**src/rtl/wb_flash_arbiter_pkg.sv**
```systemverilog
// Shared definitions for the two-master flash arbiter.
// Holds the arbiter state encoding, the Wishbone CTI constants and a small
// helper that maps an arbiter state to its one-hot grant vector.
package wb_flash_arbiter_pkg;

  typedef enum logic [1:0] {
    ARB_IDLE  = 2'd0,
    ARB_OWN0  = 2'd1,
    ARB_OWN1  = 2'd2,
    ARB_ABORT = 2'd3
  } arb_state_t;

  localparam logic [2:0] CTI_CLASSIC = 3'b000;
  localparam logic [2:0] CTI_INCR    = 3'b010;
  localparam logic [2:0] CTI_EOB     = 3'b111;

  // One-hot owner; ABORT and IDLE both report no owner.
  function automatic logic [1:0] grant_of(input arb_state_t s);
    logic [1:0] g;
    g = 2'b00;
    if (s == ARB_OWN0) g = 2'b01;
    if (s == ARB_OWN1) g = 2'b10;
    return g;
  endfunction

endpackage

```
**src/rtl/wb_watchdog.sv**
```systemverilog
// Purpose: counts stalled stb cycles and flags a transfer the slave never acks.
// Latency: expire_o is combinational, high in the cycle whose edge would bring
//   the count to TIMEOUT-1; clr_i has priority over en_i.
// Ports: clk_bus/rst, clr_i (zero the count), en_i (count this cycle), expire_o.
module wb_watchdog #(
  parameter int TIMEOUT = 1024,
  parameter int TO_BITS = 16
) (
  input  logic clk_bus,
  input  logic rst,
  input  logic clr_i,
  input  logic en_i,
  output logic expire_o
);

  localparam logic [TO_BITS-1:0] LAST_OK = TO_BITS'(TIMEOUT - 2);

  logic [TO_BITS-1:0] cnt_q;
  logic [TO_BITS-1:0] cnt_d;

  always_comb begin
    cnt_d = cnt_q;
    if (clr_i) begin
      cnt_d = '0;
    end else if (en_i) begin
      cnt_d = cnt_q + TO_BITS'(1);
    end
  end

  // An ack in the same cycle arrives through clr_i and suppresses the expiry.
  assign expire_o = en_i & ~clr_i & (cnt_q == LAST_OK);

  always_ff @(posedge clk_bus) begin
    if (rst) begin
      cnt_q <= '0;
    end else begin
      cnt_q <= cnt_d;
    end
  end

endmodule

```
**src/rtl/wb_flash_arbiter.sv**
```systemverilog
// Purpose: two-master round-robin Wishbone arbiter in front of the flash slave.
// Latency: grant registered one edge after cyc is sampled; data/ack/err paths are
//   combinational while owned; grant is held for the whole cyc (bursts never split).
// Backpressure: the non-owner simply sees no ack; a stalled slave is cut off by the
//   watchdog, which answers the owner with a one-cycle err and sets timeout_flag.
// Ports: m0_*/m1_* master sides, s_* slave side, grant (one-hot owner),
//   timeout_flag (sticky abort indicator).
module wb_flash_arbiter
  import wb_flash_arbiter_pkg::*;
#(
  parameter int ADDR_WIDTH = 32,
  parameter int TIMEOUT    = 1024,
  parameter int TO_BITS    = 16
) (
  input  logic                  clk_bus,
  input  logic                  rst,

  input  logic                  m0_cyc_i,
  input  logic                  m0_stb_i,
  input  logic                  m0_we_i,
  input  logic [ADDR_WIDTH-1:0] m0_addr_i,
  input  logic [2:0]            m0_cti_i,
  input  logic [1:0]            m0_bte_i,
  input  logic [3:0]            m0_sel_i,
  input  logic [31:0]           m0_data_i,
  output logic [31:0]           m0_data_o,
  output logic                  m0_ack_o,
  output logic                  m0_err_o,

  input  logic                  m1_cyc_i,
  input  logic                  m1_stb_i,
  input  logic                  m1_we_i,
  input  logic [ADDR_WIDTH-1:0] m1_addr_i,
  input  logic [2:0]            m1_cti_i,
  input  logic [1:0]            m1_bte_i,
  input  logic [3:0]            m1_sel_i,
  input  logic [31:0]           m1_data_i,
  output logic [31:0]           m1_data_o,
  output logic                  m1_ack_o,
  output logic                  m1_err_o,

  output logic                  s_cyc_o,
  output logic                  s_stb_o,
  output logic                  s_we_o,
  output logic [ADDR_WIDTH-1:0] s_addr_o,
  output logic [2:0]            s_cti_o,
  output logic [1:0]            s_bte_o,
  output logic [3:0]            s_sel_o,
  output logic [31:0]           s_data_o,
  input  logic [31:0]           s_data_i,
  input  logic                  s_ack_i,

  output logic [1:0]            grant,
  output logic                  timeout_flag
);

  arb_state_t state_q, state_d;
  logic       last_q, last_d;         // master served most recently
  logic       abort_own_q, abort_own_d; // master whose transfer was aborted
  logic       err_q, err_d;           // one-cycle err, valid in first ABORT cycle
  logic       tflag_q, tflag_d;

  logic       owning;
  logic       own_cyc;
  logic       own_stb;
  logic       wd_clr;
  logic       wd_en;
  logic       wd_expire;

  assign owning  = (state_q == ARB_OWN0) || (state_q == ARB_OWN1);
  assign own_cyc = (state_q == ARB_OWN0) ? m0_cyc_i :
                   (state_q == ARB_OWN1) ? m1_cyc_i : 1'b0;
  assign own_stb = (state_q == ARB_OWN0) ? m0_stb_i :
                   (state_q == ARB_OWN1) ? m1_stb_i : 1'b0;

  // Every path into OWNn passes through IDLE, so holding the counter clear
  // outside OWNn also clears it on state entry.
  assign wd_clr = ~owning | s_ack_i;
  assign wd_en  = owning & own_cyc & own_stb & ~s_ack_i;

  wb_watchdog #(
    .TIMEOUT (TIMEOUT),
    .TO_BITS (TO_BITS)
  ) u_watchdog (
    .clk_bus  (clk_bus),
    .rst      (rst),
    .clr_i    (wd_clr),
    .en_i     (wd_en),
    .expire_o (wd_expire)
  );

  // Next-state logic.
  always_comb begin
    state_d     = state_q;
    last_d      = last_q;
    abort_own_d = abort_own_q;
    err_d       = 1'b0;
    tflag_d     = tflag_q;
    case (state_q)
      ARB_IDLE: begin
        if (m0_cyc_i && m1_cyc_i) begin
          // Tie: the master that was not served last wins.
          if (last_q) begin
            state_d = ARB_OWN0;
            last_d  = 1'b0;
          end else begin
            state_d = ARB_OWN1;
            last_d  = 1'b1;
          end
        end else if (m0_cyc_i) begin
          state_d = ARB_OWN0;
          last_d  = 1'b0;
        end else if (m1_cyc_i) begin
          state_d = ARB_OWN1;
          last_d  = 1'b1;
        end
      end
      ARB_OWN0: begin
        if (!m0_cyc_i) begin
          state_d = ARB_IDLE;
        end else if (wd_expire) begin
          state_d     = ARB_ABORT;
          abort_own_d = 1'b0;
          err_d       = 1'b1;
          tflag_d     = 1'b1;
        end
      end
      ARB_OWN1: begin
        if (!m1_cyc_i) begin
          state_d = ARB_IDLE;
        end else if (wd_expire) begin
          state_d     = ARB_ABORT;
          abort_own_d = 1'b1;
          err_d       = 1'b1;
          tflag_d     = 1'b1;
        end
      end
      ARB_ABORT: begin
        if (!(abort_own_q ? m1_cyc_i : m0_cyc_i)) begin
          state_d = ARB_IDLE;
        end
      end
      default: state_d = ARB_IDLE;
    endcase
  end

  // Output mux: the owner's controls go straight to the slave and the slave's
  // ack/data go straight back; everything else reads as zero.
  always_comb begin
    s_cyc_o   = 1'b0;
    s_stb_o   = 1'b0;
    s_we_o    = 1'b0;
    s_addr_o  = '0;
    s_cti_o   = 3'b000;
    s_bte_o   = 2'b00;
    s_sel_o   = 4'b0000;
    s_data_o  = 32'h0;
    m0_ack_o  = 1'b0;
    m1_ack_o  = 1'b0;
    m0_data_o = 32'h0;
    m1_data_o = 32'h0;
    case (state_q)
      ARB_OWN0: begin
        s_cyc_o   = m0_cyc_i;
        s_stb_o   = m0_stb_i;
        s_we_o    = m0_we_i;
        s_addr_o  = m0_addr_i;
        s_cti_o   = m0_cti_i;
        s_bte_o   = m0_bte_i;
        s_sel_o   = m0_sel_i;
        s_data_o  = m0_data_i;
        m0_ack_o  = s_ack_i;
        m0_data_o = s_data_i;
      end
      ARB_OWN1: begin
        s_cyc_o   = m1_cyc_i;
        s_stb_o   = m1_stb_i;
        s_we_o    = m1_we_i;
        s_addr_o  = m1_addr_i;
        s_cti_o   = m1_cti_i;
        s_bte_o   = m1_bte_i;
        s_sel_o   = m1_sel_i;
        s_data_o  = m1_data_i;
        m1_ack_o  = s_ack_i;
        m1_data_o = s_data_i;
      end
      default: ;
    endcase
  end

  assign m0_err_o     = err_q & ~abort_own_q;
  assign m1_err_o     = err_q &  abort_own_q;
  assign grant        = grant_of(state_q);
  assign timeout_flag = tflag_q;

  always_ff @(posedge clk_bus) begin
    if (rst) begin
      state_q     <= ARB_IDLE;
      last_q      <= 1'b1;
      abort_own_q <= 1'b0;
      err_q       <= 1'b0;
      tflag_q     <= 1'b0;
    end else begin
      state_q     <= state_d;
      last_q      <= last_d;
      abort_own_q <= abort_own_d;
      err_q       <= err_d;
      tflag_q     <= tflag_d;
    end
  end

endmodule

```
**config.mk**
```make
export PLATFORM = sky130hd
export DESIGN_NAME = wb_flash_arbiter
export DESIGN_NICKNAME = d
export VERILOG_FILES = /design/src/rtl/wb_flash_arbiter_pkg.sv /design/src/rtl/wb_watchdog.sv /design/src/rtl/wb_flash_arbiter.sv
export SDC_FILE = /design/constraint.sdc
export NUM_CORES = 1
export LEC_CHECK = 0
export ABC_AREA = 1
export CAP_MARGIN = 0
export CORE_AREA = 3 3 130 132
export CTS_CLUSTER_DIAMETER = 30
export DETAILED_ROUTE_END_ITERATION = 12
export DIE_AREA = 0 0 133 135
export PLACE_DENSITY = 0.67
export SYNTH_ARGS = -nofsm -noshare
export SYNTH_HDL_FRONTEND = slang
export SYNTH_HIERARCHICAL = 1
export SYNTH_SLANG_ARGS = --single-unit
```
**constraint.sdc**
```tcl
create_clock -name clk_bus -period 2.65 [get_ports clk_bus]
set_input_delay 0.6625 -clock clk_bus [delete_from_list [all_inputs] [get_ports clk_bus]]
set_output_delay 0.6625 -clock clk_bus [all_outputs]
set_load 0.005 [all_outputs]
```
==> flow_summary_export.csv, run 1 <==
group,metric,value,unit
finish,final_area,7094,um2
route,drt-initial-drc-count,182,
global_routing,grt_max_degree,52,
worst_setup_path,r2r_setup_slack,0.24,ns
clock_tree,cts_inserted_buffers,3,
route,via_per_inst,4.184,
yosys,synth_cells,601,
worst_setup_path,crit_type,"reg -> out",
floorplan,initial_core_util,0.1904,
clock_tree,htreeDepth,1,
worst_setup_path,cp-end-kind,"output port",
route,antenna_left,0,
yosys,seq_area_frac_synth,0.1461,
global_routing,grt_pass1_wl,25820,um
sta,finalMaxSlewViolations,0,
worst_hold_path,whs_path_depth,2,
worst_setup_path,rr_worst_depth,17,
worst_hold_path,holdPathEnd,"timeout_flag$_SDFFE_PP0P_",
sta,slew_headroom,0.8302,
global_routing,antenna_found_initial,1,
sta,period_share,0.9807,
route,drc_errors,0,
global_routing,grt_pass1_vias,4855,
floorplan,ioPinCount,334,
yosys,avgSynthCellArea,5.015,um2
floorplan,num_rows,46,
floorplan,core_area,15830,um2
route,via_count,4853,
job,drv.max_cap_violation_count,0,
place,io_buffer_count,333,
place,placed_area,6720,um2
clock_tree,path_clk_slew,0.06,ns
worst_hold_path,hold_class,"reg -> reg",
sta,fmaxAchievable,0.3848,GHz
worst_setup_path,r2r-end,"state_q[0]$_SDFFE_PP0P_",
worst_setup_path,startpoint_type,"register",
sta,rsz0062_at_grt,"yes",
sta,finalSetupTns,0,ns
yosys,yosysWarnings,6,
place,place_congestion,0.8558,
sta,setup_viol,0,
worst_setup_path,arrival,1.94,ns
pwr,power_density,283.2,nW/um2
floorplan,dieArea,17960,um2
clock_tree,cts_tree,"yes",
worst_setup_path,r2r_start,"state_q[0]$_SDFFE_PP0P_",
place,dpl.hpwl,13410,um
yosys,syn-cell-area,3014,um2
pwr,power_leakage,3.544,nW
yosys,syn-num-nets,796,
pwr,finalPower,2.009,mW
clock_tree,clk_latency,0.26,ns
route,wire_per_inst,15.03,um
run_status,status,"complete, no violations",
worst_hold_path,hp-start,"timeout_flag$_SDFFE_PP0P_",
global_routing,overflow,0,
global_routing,gr-usage-all-layers,0.1783,
route,routed_wl,17430,um
sta,tightest_slew,0.2527,ns
worst_setup_path,critical_path_peak_fanout,12,
pwr,ir_worst_vdd,0.1798,mV
finish,area_growth,135.4,%
worst_setup_path,cp_data_required_time,1.99,ns
clock_tree,clock_path_buffers,2,
sta,hold_viol_final,0,
clock_tree,root_buffer,"clkbuf_16",
clock_tree,cts_sinks,22,
finish,drive_gt1_frac,0.08908,
route,drtPass1Iterations,4,
sta,fin_worst_skew,0.003104,ns
floorplan,dieHeight,135,um
yosys,netlist-cell-type-count,28,
sta,min_period,2.599,ns
floorplan,die_x,133,um
yosys,ys_ff_latch,22,
finish,fin_nets,1139,
metrics by stage:
| step | worst slack [ns] | std cells | hold WS, ns | util |
|---|---|---|---|---|
| 2_1_floorplan | 0.2213 | 601 | 0.4405 | - |
| 3_3_place_gp | -0.1343 | 1142 | 0.4444 | 0.4246 |
| 3_5_place_dp | -0.1986 | 1142 | 0.4428 | 0.4246 |
| 4_1_cts | -0.02420 | 1155 | 0.4523 | 0.4399 |
| 5_1_grt | -0.03389 | 1160 | 0.4732 | 0.4482 |
| 6_report | 0.05109 | 1160 | 0.4511 | 0.4482 |
worst max-delay path, cell delays in order (launching register included):
cell and delay (ns):
dfxtp_2 0.33, inv_2 0.07, buf_4 0.13, ha_4 0.18
buf_4 0.17, clkbuf_16 0.17, nand2_1 0.06, inv_1 0.05
clkdlybuf4s50_1 0.52
report_power, final:
| group | switching [mW] | internal (mW) | total [mW] | leakage (nW) |
|---|---|---|---|---|
| combinational | 0.579 | 0.734 | 1.31 | 3.32 |
| clock | 0.124 | 0.231 | 0.354 | 0.0442 |
| sequential | 0.00401 | 0.338 | 0.342 | 0.178 |
| total | 0.707 | 1.30 | 2.01 | 3.54 |
registers in the layout (all words and copies together), names as in the netlist:
signal            count
abort_own_q           1
err_q                 1
u_watchdog/cnt_q     16
state_q               2
last_q                1
timeout_flag          1
cell families (layout without fill, tap and decap cells):
family / after synthesis / in the layout / share of synthesized area
xor gates and xnor gates: 2 / 2 / 0.005813
AOI/OAI and AO/OA: 103 / 103 / 0.1731
other: 0 / 1 / 0
and+or+nand+nor: 331 / 331 / 0.4516
buffers and inverters: 135 / 477 / 0.1901
adders and majority gates: 8 / 8 / 0.03321
DFF: 22 / 22 / 0.1461
synth_stat cells:
master / count / area [um2]
ha_1: 8 / 100.1
inv_1: 95 / 356.6
nor3b_2: 1 / 12.51
nand2_1: 262 / 983.4
nand3_1: 12 / 60.06
a21oi_2: 1 / 8.760
inv_2: 3 / 11.26
xor2_1: 2 / 17.52
clkbuf_2: 1 / 5.000
nor3_1: 4 / 20.02
clkbuf_1: 9 / 33.78
o21ai_0: 10 / 50.05
nor2_4: 5 / 56.30
nor2_2: 4 / 25.02
o211ai_1: 1 / 7.510
nor2_1: 27 / 101.4
buf_2: 16 / 80.08
nor3b_1: 2 / 15.01
or2_2: 1 / 6.260
nand2_2: 9 / 56.30
dfxtp_1: 22 / 440.4
buf_4: 10 / 75.07
a21oi_1: 89 / 445.4
nor4_1: 1 / 6.260
or3_1: 1 / 6.260
nand4_1: 2 / 12.51
buf_6: 1 / 11.26
o21ai_1: 2 / 10.01
routing by layer:
metal	global-route usage	vias to the layer above	part of all wire
met4	0.03868	0	0.010
met2	0.3321	228	0.50
li1	-	2496	-
met3	0.05477	15	0.097
met5	0	-	0
met1	0.1991	2114	0.39
worst max-delay path by stage:
stage                       startpoint                        to  slack, ns  cells past startpoint
6_report       state_q[1]$_SDFFE_PP0P_              m0_data_o[9]       0.05                      8
5_1_grt        state_q[1]$_SDFFE_PP0P_              s_data_o[18]      -0.03                      7
4_1_cts        state_q[1]$_SDFFE_PP0P_                s_cti_o[2]      -0.02                      6
3_5_place_dp                  m1_cyc_i   state_q[0]$_SDFFE_PP0P_      -0.20                     15
3_3_place_gp                  m1_cyc_i  abort_own_q$_SDFFE_PP0P_      -0.13                     12
2_1_floorplan  state_q[0]$_SDFFE_PP0P_  abort_own_q$_SDFFE_PP0P_       0.22                     14
area by class of cell:
class | instances | area [um2]
clock buffer | 4 | 88.84
antenna | 1 | 2.502
multi-input combinational | 444 | 2082
tap | 216 | 270.3
inverter | 98 | 372.9
fill | 1641 | 8733
sequential | 22 | 442.9
timing repair buffer | 375 | 3835
layout by cell type (no fill, tap or decap), types with 2 or more instances in the layout:
cell type,netlist,layout
a21oi_1,89,86
a21oi_2,1,3
buf_12,0,6
buf_16,0,2
buf_4,10,26
buf_6,1,3
buf_8,0,2
clkbuf_16,0,5
clkdlybuf4s50_1,0,264
dfxtp_1,22,20
dfxtp_2,0,2
dlygate4sd2_1,0,50
dlymetal6s2s_1,0,19
ha_1,8,4
ha_4,0,4
inv_1,95,93
inv_2,3,4
nand2_1,262,261
nand2_2,9,10
nand3_1,12,12
nand4_1,2,2
nor2_1,27,27
nor2_2,4,4
nor2_4,5,5
nor3_1,4,3
nor3b_1,2,2
o21ai_0,10,10
o21ai_1,2,2
xor2_1,2,2
timing repair:
item,4_1_cts,5_1_grt
hold buffers,0,0
pin swaps,0,3
cloned,3,3
setup endpoints to repair,71,70
buffers inserted,6,2
resized for setup,64,31
(Power assumes the default switching activity.)
==> run 2, diff against run 1 <==
--- a/config.mk
+++ b/config.mk
@@ -7,12 +7,11 @@
 export LEC_CHECK = 0
 export ABC_AREA = 1
 export CAP_MARGIN = 0
-export CORE_AREA = 3 3 130 132
+export CORE_AREA = 3 3 128 130
 export CTS_CLUSTER_DIAMETER = 30
 export DETAILED_ROUTE_END_ITERATION = 12
-export DIE_AREA = 0 0 133 135
-export PLACE_DENSITY = 0.67
+export DIE_AREA = 0 0 131 133
+export PLACE_DENSITY = 0.69
 export SYNTH_ARGS = -nofsm -noshare
 export SYNTH_HDL_FRONTEND = slang
-export SYNTH_HIERARCHICAL = 1
 export SYNTH_SLANG_ARGS = --single-unit
==> flow_summary_export.csv, run 2 <==
group,metric,value,unit
yosys,yosys.area.top_type_share,0.3391,
global_routing,grt_pass1_vias,4488,
floorplan,ioPinCount,334,
global_routing,grt_pass1_wl,24910,um
place,io_buffer_count,333,
finish,layoutNonFillerInstCount,1146,
sta,tightest_slew,0.3315,ns
sta,fmaxAchievable,0.3845,GHz
sta,hold_viol_final,0,
worst_setup_path,r2r-end,"u_watchdog.cnt_q[10]$_SDFFE_PP0P_",
worst_setup_path,cp-end-kind,"output port",
finish,largest_register,"u_watchdog.cnt_q",
clock_tree,cts_tree,"yes",
route,drt-initial-drc-count,293,
route,via_count,4719,
clock_tree,htreeDepth,1,
worst_setup_path,r2r_setup_slack,0.48,ns
floorplan,num_rows,45,
yosys,yosysWarnings,0,
worst_hold_path,hp-start,"timeout_flag$_SDFFE_PP0P_",
yosys,yosys.area.top_type,"nand2_1",
sta,slew_headroom,0.7788,
global_routing,antenna_found_initial,0,
job,drv.max_cap_violation_count,0,
worst_setup_path,r2r_start,"state_q[1]$_SDFFE_PP0P_",
route,drtPass1Iterations,7,
yosys,async_reset_ff_frac,0,
global_routing,grt_max_degree,40,
worst_setup_path,crit_type,"reg -> out",
sta,period_share,0.9813,
floorplan,core_area,15260,um2
yosys,avgSynthCellArea,4.971,um2
route,via_per_inst,4.118,
place,dpl.hpwl,13960,um
sta,fin_worst_skew,0.002762,ns
worst_setup_path,rr_worst_depth,14,
yosys,seq_area_frac_synth,0.1479,
place,dp_cells,1132,
yosys,ys.flop_type,"dfxtp_1",
pwr,finalPower,2.738,mW
yosys,ys_ff_latch,22,
clock_tree,hold_buffers,0,
route,antenna_left,0,
sta,min_period,2.601,ns
finish,fin_util,0.4636,
worst_hold_path,holdPathEnd,"timeout_flag$_SDFFE_PP0P_",
sta,rsz0062_at_grt,"yes",
route,wire_per_inst,15.12,um
finish,fillers,1597,
pwr,ir_worst_vdd,0.2437,mV
sta,setup_viol,0,
yosys,synth-edff-count,0,
clock_tree,clock_path_buffers,2,
floorplan,dieHeight,133,um
clock_tree,clk_latency,0.26,ns
finish,final_common_cell,"nand2_1",
yosys,ys_top_cells_by_area,"nand2_1 (34%), a21oi_1 (16%), dfxtp_1 (15%), inv_1 (12%), clkbuf_1 (3.3%)",
finish,fin_nets,1130,
pwr,power_leakage,3.852,nW
worst_setup_path,cp_data_required_time,1.99,ns
worst_setup_path,cpMostUsedCell,"buf_4",
clock_tree,cts_sinks,22,
floorplan,dieArea,17420,um2
finish,top_regs,"u_watchdog.cnt_q x16, state_q x2",
yosys,syn-num-nets,793,
yosys,synth_common_cells,"nand2_1 (269), inv_1 (96), a21oi_1 (93)",
finish,area_growth,137.5,%
place,place_congestion,0.8976,
clock_tree,path_clk_slew,0.06,ns
worst_setup_path,critical_path_peak_fanout,18,
worst_setup_path,startpoint_type,"register",
finish,largest_register_ff_count,16,
finish,final_cell_mix,"nand2_1 (269), clkdlybuf4s50_1 (260), inv_1 (94)",
yosys,syn-cell-area,2978,um2
sta,finalMaxSlewViolations,0,
finish,drive_gt1_frac,0.06738,
worst_hold_path,hold_class,"reg -> reg",
worst_setup_path,crit_path_max_incr_delay,0.52,ns
worst_setup_path,path_cells,"buf_4 -> ha_4 -> buf_4 -> buf_6 -> nand2_1 -> a21oi_2 -> clkdlybuf4s50_1",
finish,antenna_cells,0,
yosys,netlist-cell-type-count,33,
clock_tree,root_buffer,"clkbuf_16",
floorplan,die_x,131,um
route,drc_errors,0,
pwr,power_density,387.1,nW/um2
run_status,status,"complete, no violations",
yosys,synth_cells,599,
worst_setup_path,arrival,1.94,ns
worst_hold_path,whs_path_depth,2,
global_routing,gr-usage-all-layers,0.1822,
yosys,post-synth-top-count-cell,"nand2_1",
global_routing,overflow,0,
clock_tree,cts_inserted_buffers,3,
worst_setup_path,slowest_stage,"clkdlybuf4s50_1",
floorplan,initial_core_util,0.1952,
route,routed_wl,17320,um
## run 2: changes by cell type in the layout (fill, tap and decap cells not counted), moves of 3 or more
cell,before,now
dlymetal6s2s_1,19,36
o21ai_0,10,6
nor2_4,5,1
a21oi_1,86,90
nand2_1,261,269
buf_4,26,18
clkdlybuf4s50_1,264,260
nor3_1,3,7
nor2_1,27,20
nor2_2,4,1
nand2_2,10,3
dlygate4sd2_1,50,37
## run 2: layer usage
metal / wire [um] / up-vias / global-route usage / share of wire
li1: - / 2495 / - / -
met2: 8544 / 168 / 0.3062 / 0.49
met4: 169 / 0 / 0.02914 / 0.0098
met3: 1112 / 11 / 0.03472 / 0.064
met5: 0 / - / 0 / 0
met1: 7496 / 2045 / 0.2442 / 0.43
## run 2: worst max path at each step
stage / to / slack, ns / cells after the start / startpoint
CTS: s_data_o[27] / -0.03 / 5 / m1_data_i[27]
global route: s_addr_o[10] / -0.06 / 7 / state_q[1]$_SDFFE_PP0P_
finish: s_addr_o[10] / 0.05 / 7 / state_q[1]$_SDFFE_PP0P_
global placement: s_data_o[27] / -0.04 / 5 / m1_data_i[27]
floorplan: s_addr_o[0] / 0.49 / 6 / state_q[0]$_SDFFE_PP0P_
detailed placement: s_data_o[27] / -0.04 / 5 / m1_data_i[27]
## run 2: cell type report
cell class,instances,area [um2],share of cell area
Inverter,99,374.1,0.05289
Multi-Input combinational cell,443,2067,0.2922
Timing Repair Buffer,367,3839,0.5427
Tap cell,211,264.0,0.03733
Sequential cell,22,440.4,0.06227
Clock buffer,4,88.84,0.01256
## run 2: through the flow
step | setup slack, ns | setup TNS (ns) | area (um2) | hold slack [ns]
2_1_floorplan | 0.4903 | 0 | 2978 | 0.4466
3_3_place_gp | -0.04091 | -0.05392 | 6708 | 0.4599
3_5_place_dp | -0.03889 | -0.05779 | 6708 | 0.4687
4_1_cts | -0.03135 | -0.2665 | 6904 | 0.4824
5_1_grt | -0.05814 | -0.05814 | 7073 | 0.5126
6_report | 0.04948 | 0 | 7073 | 0.4741
## run 2: logic make-up after synthesis
logic type / share of synthesized area
xor+xnor: 0.01177
flops: 0.1479
fa+ha+maj: 0.02941
buf+inv: 0.1744
compound gates: 0.1912
simple gates: 0.4454
## run 2: power by group
part	internal, mW	switching, mW
Clock	0.231	0.128
Sequential	0.341	0.00525
Combinational	1.09	0.946
## run 2: worst max-delay path: cells and delay by family, from the launching register on
family | cells | cell delay (ns)
AO/OA/AOI/OAI | 1 | 0.15
adder cells (fa/ha/maj) | 1 | 0.16
buffers and inverters | 4 | 0.94
flip-flops | 1 | 0.34
AND/OR/NAND/NOR | 1 | 0.09
## run 2: what timing repair did
| item | CTS | global route |
|---|---|---|
| gates cloned | 3 | 1 |
| resized for setup | 42 | 45 |
| buffers inserted | 4 | 2 |
| pin swaps | 1 | 2 |
| setup endpoints to repair | 80 | 46 |
